### src/rtl/key_repeat.sv
// Button auto-repeat: turns a debounced level into an initial press pulse,
// periodic repeat pulses while held, a release pulse and a long-hold level.
module key_repeat #(
  parameter int unsigned DELAY_TICKS = 500,
  parameter int unsigned RATE_TICKS  = 100,
  parameter int unsigned CNT_W       = 10,
  parameter int unsigned REP_W       = 8
) (
  input  logic             clk,
  input  logic             nreset,
  input  logic             tick,
  input  logic             in,
  output logic             press,
  output logic             released,
  output logic             long,
  output logic [REP_W-1:0] rep_cnt
);

  localparam longint unsigned CNT_MAX = (64'd1 << CNT_W) - 64'd1;
  localparam logic [REP_W-1:0] REP_MAX = {REP_W{1'b1}};
  localparam logic [CNT_W-1:0] DELAY_LAST = CNT_W'(DELAY_TICKS - 1);
  localparam logic [CNT_W-1:0] RATE_LAST  = CNT_W'(RATE_TICKS - 1);

  // Reject parameter sets the counter cannot represent.
  if (CNT_W < 1 || CNT_W > 31) begin : g_bad_cnt_w
    $error("key_repeat: CNT_W must be in 1..31");
  end
  if (REP_W < 1) begin : g_bad_rep_w
    $error("key_repeat: REP_W must be at least 1");
  end
  if (DELAY_TICKS < 1 || longint'(DELAY_TICKS) > CNT_MAX) begin : g_bad_delay
    $error("key_repeat: DELAY_TICKS out of range 1..2^CNT_W-1");
  end
  if (RATE_TICKS < 1 || longint'(RATE_TICKS) > CNT_MAX) begin : g_bad_rate
    $error("key_repeat: RATE_TICKS out of range 1..2^CNT_W-1");
  end

  typedef enum logic [1:0] {
    IDLE   = 2'd0,
    HOLD   = 2'd1,
    REPEAT = 2'd2
  } state_t;

  state_t           state;
  logic [CNT_W-1:0] cnt;

  // Saturating repeat counter value for the next auto-repeat.
  logic [REP_W-1:0] rep_next_c;
  assign rep_next_c = (rep_cnt == REP_MAX) ? rep_cnt : rep_cnt + REP_W'(1);

  // Single-block FSM; pulses default low so each lasts one clk.
  always_ff @(posedge clk or negedge nreset) begin
    if (!nreset) begin
      state    <= IDLE;
      cnt      <= '0;
      press    <= 1'b0;
      released <= 1'b0;
      long     <= 1'b0;
      rep_cnt  <= '0;
    end else begin
      press    <= 1'b0;
      released <= 1'b0;
      case (state)
        IDLE: begin
          if (in) begin
            state   <= HOLD;
            cnt     <= '0;
            press   <= 1'b1;
            rep_cnt <= '0;
          end
        end
        HOLD: begin
          if (!in) begin
            state    <= IDLE;
            cnt      <= '0;
            released <= 1'b1;
            long     <= 1'b0;
          end else if (tick) begin
            if (cnt == DELAY_LAST) begin
              state   <= REPEAT;
              cnt     <= '0;
              press   <= 1'b1;
              long    <= 1'b1;
              rep_cnt <= rep_next_c;
            end else begin
              cnt <= cnt + CNT_W'(1);
            end
          end
        end
        REPEAT: begin
          if (!in) begin
            state    <= IDLE;
            cnt      <= '0;
            released <= 1'b1;
            long     <= 1'b0;
          end else if (tick) begin
            if (cnt == RATE_LAST) begin
              cnt     <= '0;
              press   <= 1'b1;
              rep_cnt <= rep_next_c;
            end else begin
              cnt <= cnt + CNT_W'(1);
            end
          end
        end
        default: begin
          state <= IDLE;
          cnt   <= '0;
          long  <= 1'b0;
        end
      endcase
    end
  end

endmodule

### config.mk
export PLATFORM = sky130hd
export DESIGN_NAME = key_repeat
export DESIGN_NICKNAME = d
export VERILOG_FILES = /design/src/rtl/key_repeat.sv
export SDC_FILE = /design/constraint.sdc
export NUM_CORES = 1
export LEC_CHECK = 0
export BUFFER_PORTS_ARGS = -buffer_cell sky130_fd_sc_hd__buf_4
export CORE_MARGIN = 4
export CORE_UTILIZATION = 52
export CTS_CLUSTER_DIAMETER = 30
export CTS_CLUSTER_SIZE = 16
export DETAILED_ROUTE_END_ITERATION = 7
export PLACE_DENSITY = 0.74
export SLEW_MARGIN = 0
export SYNTH_ARGS = -nofsm -noshare
export SYNTH_HDL_FRONTEND = slang
export SYNTH_SLANG_ARGS = --single-unit
### constraint.sdc
create_clock -name clk -period 2.1 [get_ports clk]
set_input_delay 0 -clock clk [delete_from_list [all_inputs] [get_ports clk]]
set_output_delay 0 -clock clk [all_outputs]
set_load 0.05 [all_outputs]
Word-level counts from Yosys, hierarchy flattened
Index checks and enable logic that the tools add are counted.
Word-level totals
  bits in registers: 23
  input port bits: 4
  output and inout port bits: 11
  logic and storage cells: 70
Cells by class
  add/sub/neg operators: 2
  eq/ne operators: 16
  muxes and demuxes: 38
  bitwise gates (word level): 1
  reductions and logical operators: 7
Operators by type and width (number)
  $mux 10: 7
  $mux 8: 8
  $pmux 10 s3: 1
  $pmux 8 s3: 1
  $ne 2x2->1 const B: 8
  $mux 1: 13
  $add 10x1->10 const B: 1
  $eq 10x7->1 const B: 1
  $eq 10x9->1 const B: 1
  $mux 2: 5
  $ne 3x3->1 const B: 3
  $add 8x1->8 const B: 1
  $eq 8x8->1 const B: 1
  $reduce_and 4->1: 2
  $reduce_and 8->1: 1
  $pmux 1 s3: 2
  $pmux 2 s3: 1
  $reduce_and 3->1: 1
  $reduce_bool 3->1: 1
  $eq 2x1->1 const B: 1
  $eq 2x2->1 const B: 1
  $logic_not 2->1: 1
  $reduce_or 2->1: 1
  $not 1->1: 1

Logic depth before layout (Yosys ltp)
  depth in word-level cells: 6
  mapped depth: 8
  mapped depth without buffers: 7

Worst setup path after synthesis
No wires, ideal clock.
  path kind: register -> register
  from: reg rep_cnt[0]
  to: reg rep_cnt[7]
  arrival: 2219 ps
  data required time: 1975 ps
  slack: -244 ps
  cell stages (with the launch flop): 8
  cells stage by stage: dfrtp_1 -> ha_1 -> and3_4 -> and3_1 -> a211o_1 -> or2_1 -> buf_6 -> mux2_4
On the way
  longest elaborated chain between the ends: 6
Ends and longest elaborated chain
  start: declaration: line 16  | output logic [REP_W-1:0] rep_cnt
  start signal: assignment: line 84  | rep_cnt <= rep_next_c;
  start signal: assignment: line 100  | rep_cnt <= rep_next_c;
  $add 8x1->8 or $eq 8x8->1 (tied branches): line 49  | assign rep_next_c = (rep_cnt == REP_MAX) ? rep_cnt : rep_cnt + REP_W'(1);
  $mux 8 (*): line 49
  $mux 8, on equally long branches: line 97, 79
  $mux 8, on equally long branches: line 96, 78
  $mux 8, on equally long branches: line 91, 73
  $pmux 8 s3 (*): line 63  | case (state)
Every way passes the cells marked *; elsewhere a longest branch is shown, timed or not. The select of a mux whose other input is x is not followed.
A chain may end at the register's enable or synchronous reset.

Final worst setup path
  from: reg state[1]
  to: reg rep_cnt[3]
On the way
  longest elaborated chain between the ends: 3
Ends and longest elaborated chain
  start: declaration: line 44  | state_t state;
  start signal: assignment: line 54  | state <= IDLE;
  start signal: assignment: line 66  | state <= HOLD;
  start signal: assignment: line 74  | state <= IDLE;
  $eq 2x2->1 (tied with other cells): line 63
  $ne 2x2->1 (no source line) or $reduce_bool 3->1 (tied branches)
  $reduce_and 8->1 (no source line)
Parallel ways exist; a longest one is shown, timed or not.

==> impl_metrics.toml <==
[outcome]
status = "finished clean"

[setup_path]
max_stage_delay_ps = 450
crit_type = "flip-flop to flip-flop"
critPathMaxFanout = 5
required_ps = 2350
crit_cells = 7
cp.arrival_ps = 2220
cp_cell_sequence = "inv_1 > ha_2 > and3_1 > a211o_1 > or2_4 > buf_4 > o211ai_1"
reg2reg_depth = 7
cp_top_family = "flip-flops"
crit_buf_inv = 2
worstSetupEndpointType = "flip-flop"
slowest_stage = "dfrtp_1"
critPathLaunchType = "flip-flop"

[layout]
drive_above_1_share = 0.2944
syn2layout_area_growth_pct = 19.11
diodes = 0
final_common_cell = "buf_4"
final_util = 0.6774
layout_common_cells = "25 x buf_4, 20 x dfrtp_1, 15 x nand2_1"
postLayoutCellArea_um2 = 1739
instances_no_fill = 210
fill_cells = 214
nNetsFinal = 192

[pwr]
p_leak_nw = 0.7290
pwr_density_cell_nw_per_um2 = 1302
vdd_ir_drop_max_uv = 1092
p_total_mw = 2.265

[synthesis]
synth_flop_cell = "dfrtp_1"
avgSynthCellArea_um2 = 9.360
async_flop_share = 1.000
yosys.area.top_type = "dfrtp_1"
syn_inst = 156
synth_edf_count = 0
synth_top_area_share = 0.3942
yosys-top-cells-area = "dfrtp_1 39%, ha_1 6.0%, nand2_1 3.9%, nand3_1 3.8%, o21ai_0 3.8%"
ys_ff_latch = 23
synth_area_um2 = 1460
seq_area_frac_synth = 0.3942
ys_warn_count = 0
syn-num-nets = 167
ys_types = 45

[cts]
clock_sinks = 23
clockBufferDepth = 2
clk_latency_ps = 320
cts_buffers = 3
htreeDepth = 1
root_buffer = "clkbuf_4"
path_clk_slew_ps = 130
cts_tree = "done"

[detailed_routing]
drtPass1Iterations = 4
routed_wl_um = 3223
avgViaCountPerCell = 6.033
final_antenna_net_count = 0
drtIter0Drc = 48
wl_per_cell_um = 15.35
drc = 0
num_vias = 1267

[sta]
post-route-period-util = 0.9398
worst_pin_slew_ps = 378.2
grt_setup_unrepaired = "no"
setup_violations = 0
whs_ps = 80.04
skew_ps = 5.568
fmax_ghz = 0.5067
drv_slew = 0
slew_headroom = 0.7478
finalHoldViolCount = 0
period_minus_slack_ps = 1974

[die]
dieHeight_um = 60.99
dieArea_um2 = 3720
pin_count = 15
start_util = 0.5687
rows = 18
core_area_um2 = 2567
die_w_um = 60.99

[hold_path]
whs_path_depth = 3
hold_path.class = "input pin to flip-flop"

[placement]
dp.cells = 200
dp_hpwl_um = 2260
postPlaceCellArea_um2 = 1639
io_buffers = 14
place.gp.congestion = 0.8486

[global_route]
grt_use_total = 0.1953
grt_pass1_vias = 1259
grt_pass1_wl_um = 5423
antenna_found_initial = 0
grt_max_degree = 24
grt.overflow.total = 0

[job]
maxCapViolCount = 0
## power by group
part           leakage, nW  internal [mW]  switching, mW
clock network       0.0150         0.0744          0.137
registers            0.301          0.555          0.124
logic                0.413          0.547          0.829
total                0.729           1.18           1.09
## worst min-delay path, cell delays in order
cell     delay, ps
buf_4          130
a41oi_1        180
nor3_1          60
## cell usage after synthesis (2+ instances only)
library cell	count
o211ai_1	2
nand3b_1	5
o311ai_2	2
clkbuf_1	4
nand3_1	11
buf_2	2
nand2b_1	5
o31ai_1	4
nand4_1	2
mux2i_1	2
nor3_1	3
nand2_1	15
and3_1	3
o21ai_0	11
or3_1	3
nor2b_1	2
inv_1	10
o32ai_1	2
ha_1	7
o22ai_1	5
a21o_2	2
dfrtp_1	23
a21oi_1	6
nor2_1	4
## routing by layer
layer,part of all wire,GRT usage
met5,0,0
met4,0.019,0.1022
met3,0.033,0.02766
met2,0.49,0.3221
met1,0.45,0.2474
## flip-flops by register name, summed over array words and instances (netlist names)
name      cells
cnt          10
long          1
press         1
released      1
rep_cnt       8
state         2
## logic make-up (layout without fill, tap and decap cells)
kind of cell | count (synthesis) | after routing | share of synthesized area
simple gates | 62 | 62 | 0.2485
flops | 23 | 23 | 0.3942
buf+inv | 17 | 41 | 0.05056
mux | 4 | 4 | 0.03170
compound gates | 43 | 43 | 0.2151
fa+ha+maj | 7 | 7 | 0.05998
## metrics by stage
stage / setup TNS (ps) / worst slack, ps
global route: 0 / 8.458
CTS: 0 / 52.14
global placement: 0 / 148.6
finish: 0 / 126.4
floorplan: -80.28 / -80.28
detailed placement: 0 / 94.40
## path summary, 6_finish.rpt
check                          from  slack [ps]          to
max in group asynchronous    nreset        1750      cnt[0]
min in group asynchronous    nreset          90       press
setup / recovery           state[1]         130  rep_cnt[3]
setup reg to reg           state[1]         130  rep_cnt[3]
hold / removal                 tick          80       press
hold reg to reg              cnt[0]         560      cnt[0]
## final cells by class
class	instances	area [µm²]	area share
flip-flops and latches	23	579.3	0.3331
inverters	10	37.54	0.02158
clock buffers	4	26.28	0.01511
well taps	30	37.54	0.02158
multi-input cells	116	850.8	0.4892
repair buffers	27	207.7	0.1194
## repair_timing
item	4_1_cts	5_1_grt
setup buffers	0	4
hold buffers	2	0
endpoints found under the setup margin	0	16
hold endpoints to repair	24	0
resized for setup	0	8
Power figures use the tool's default switching activity.
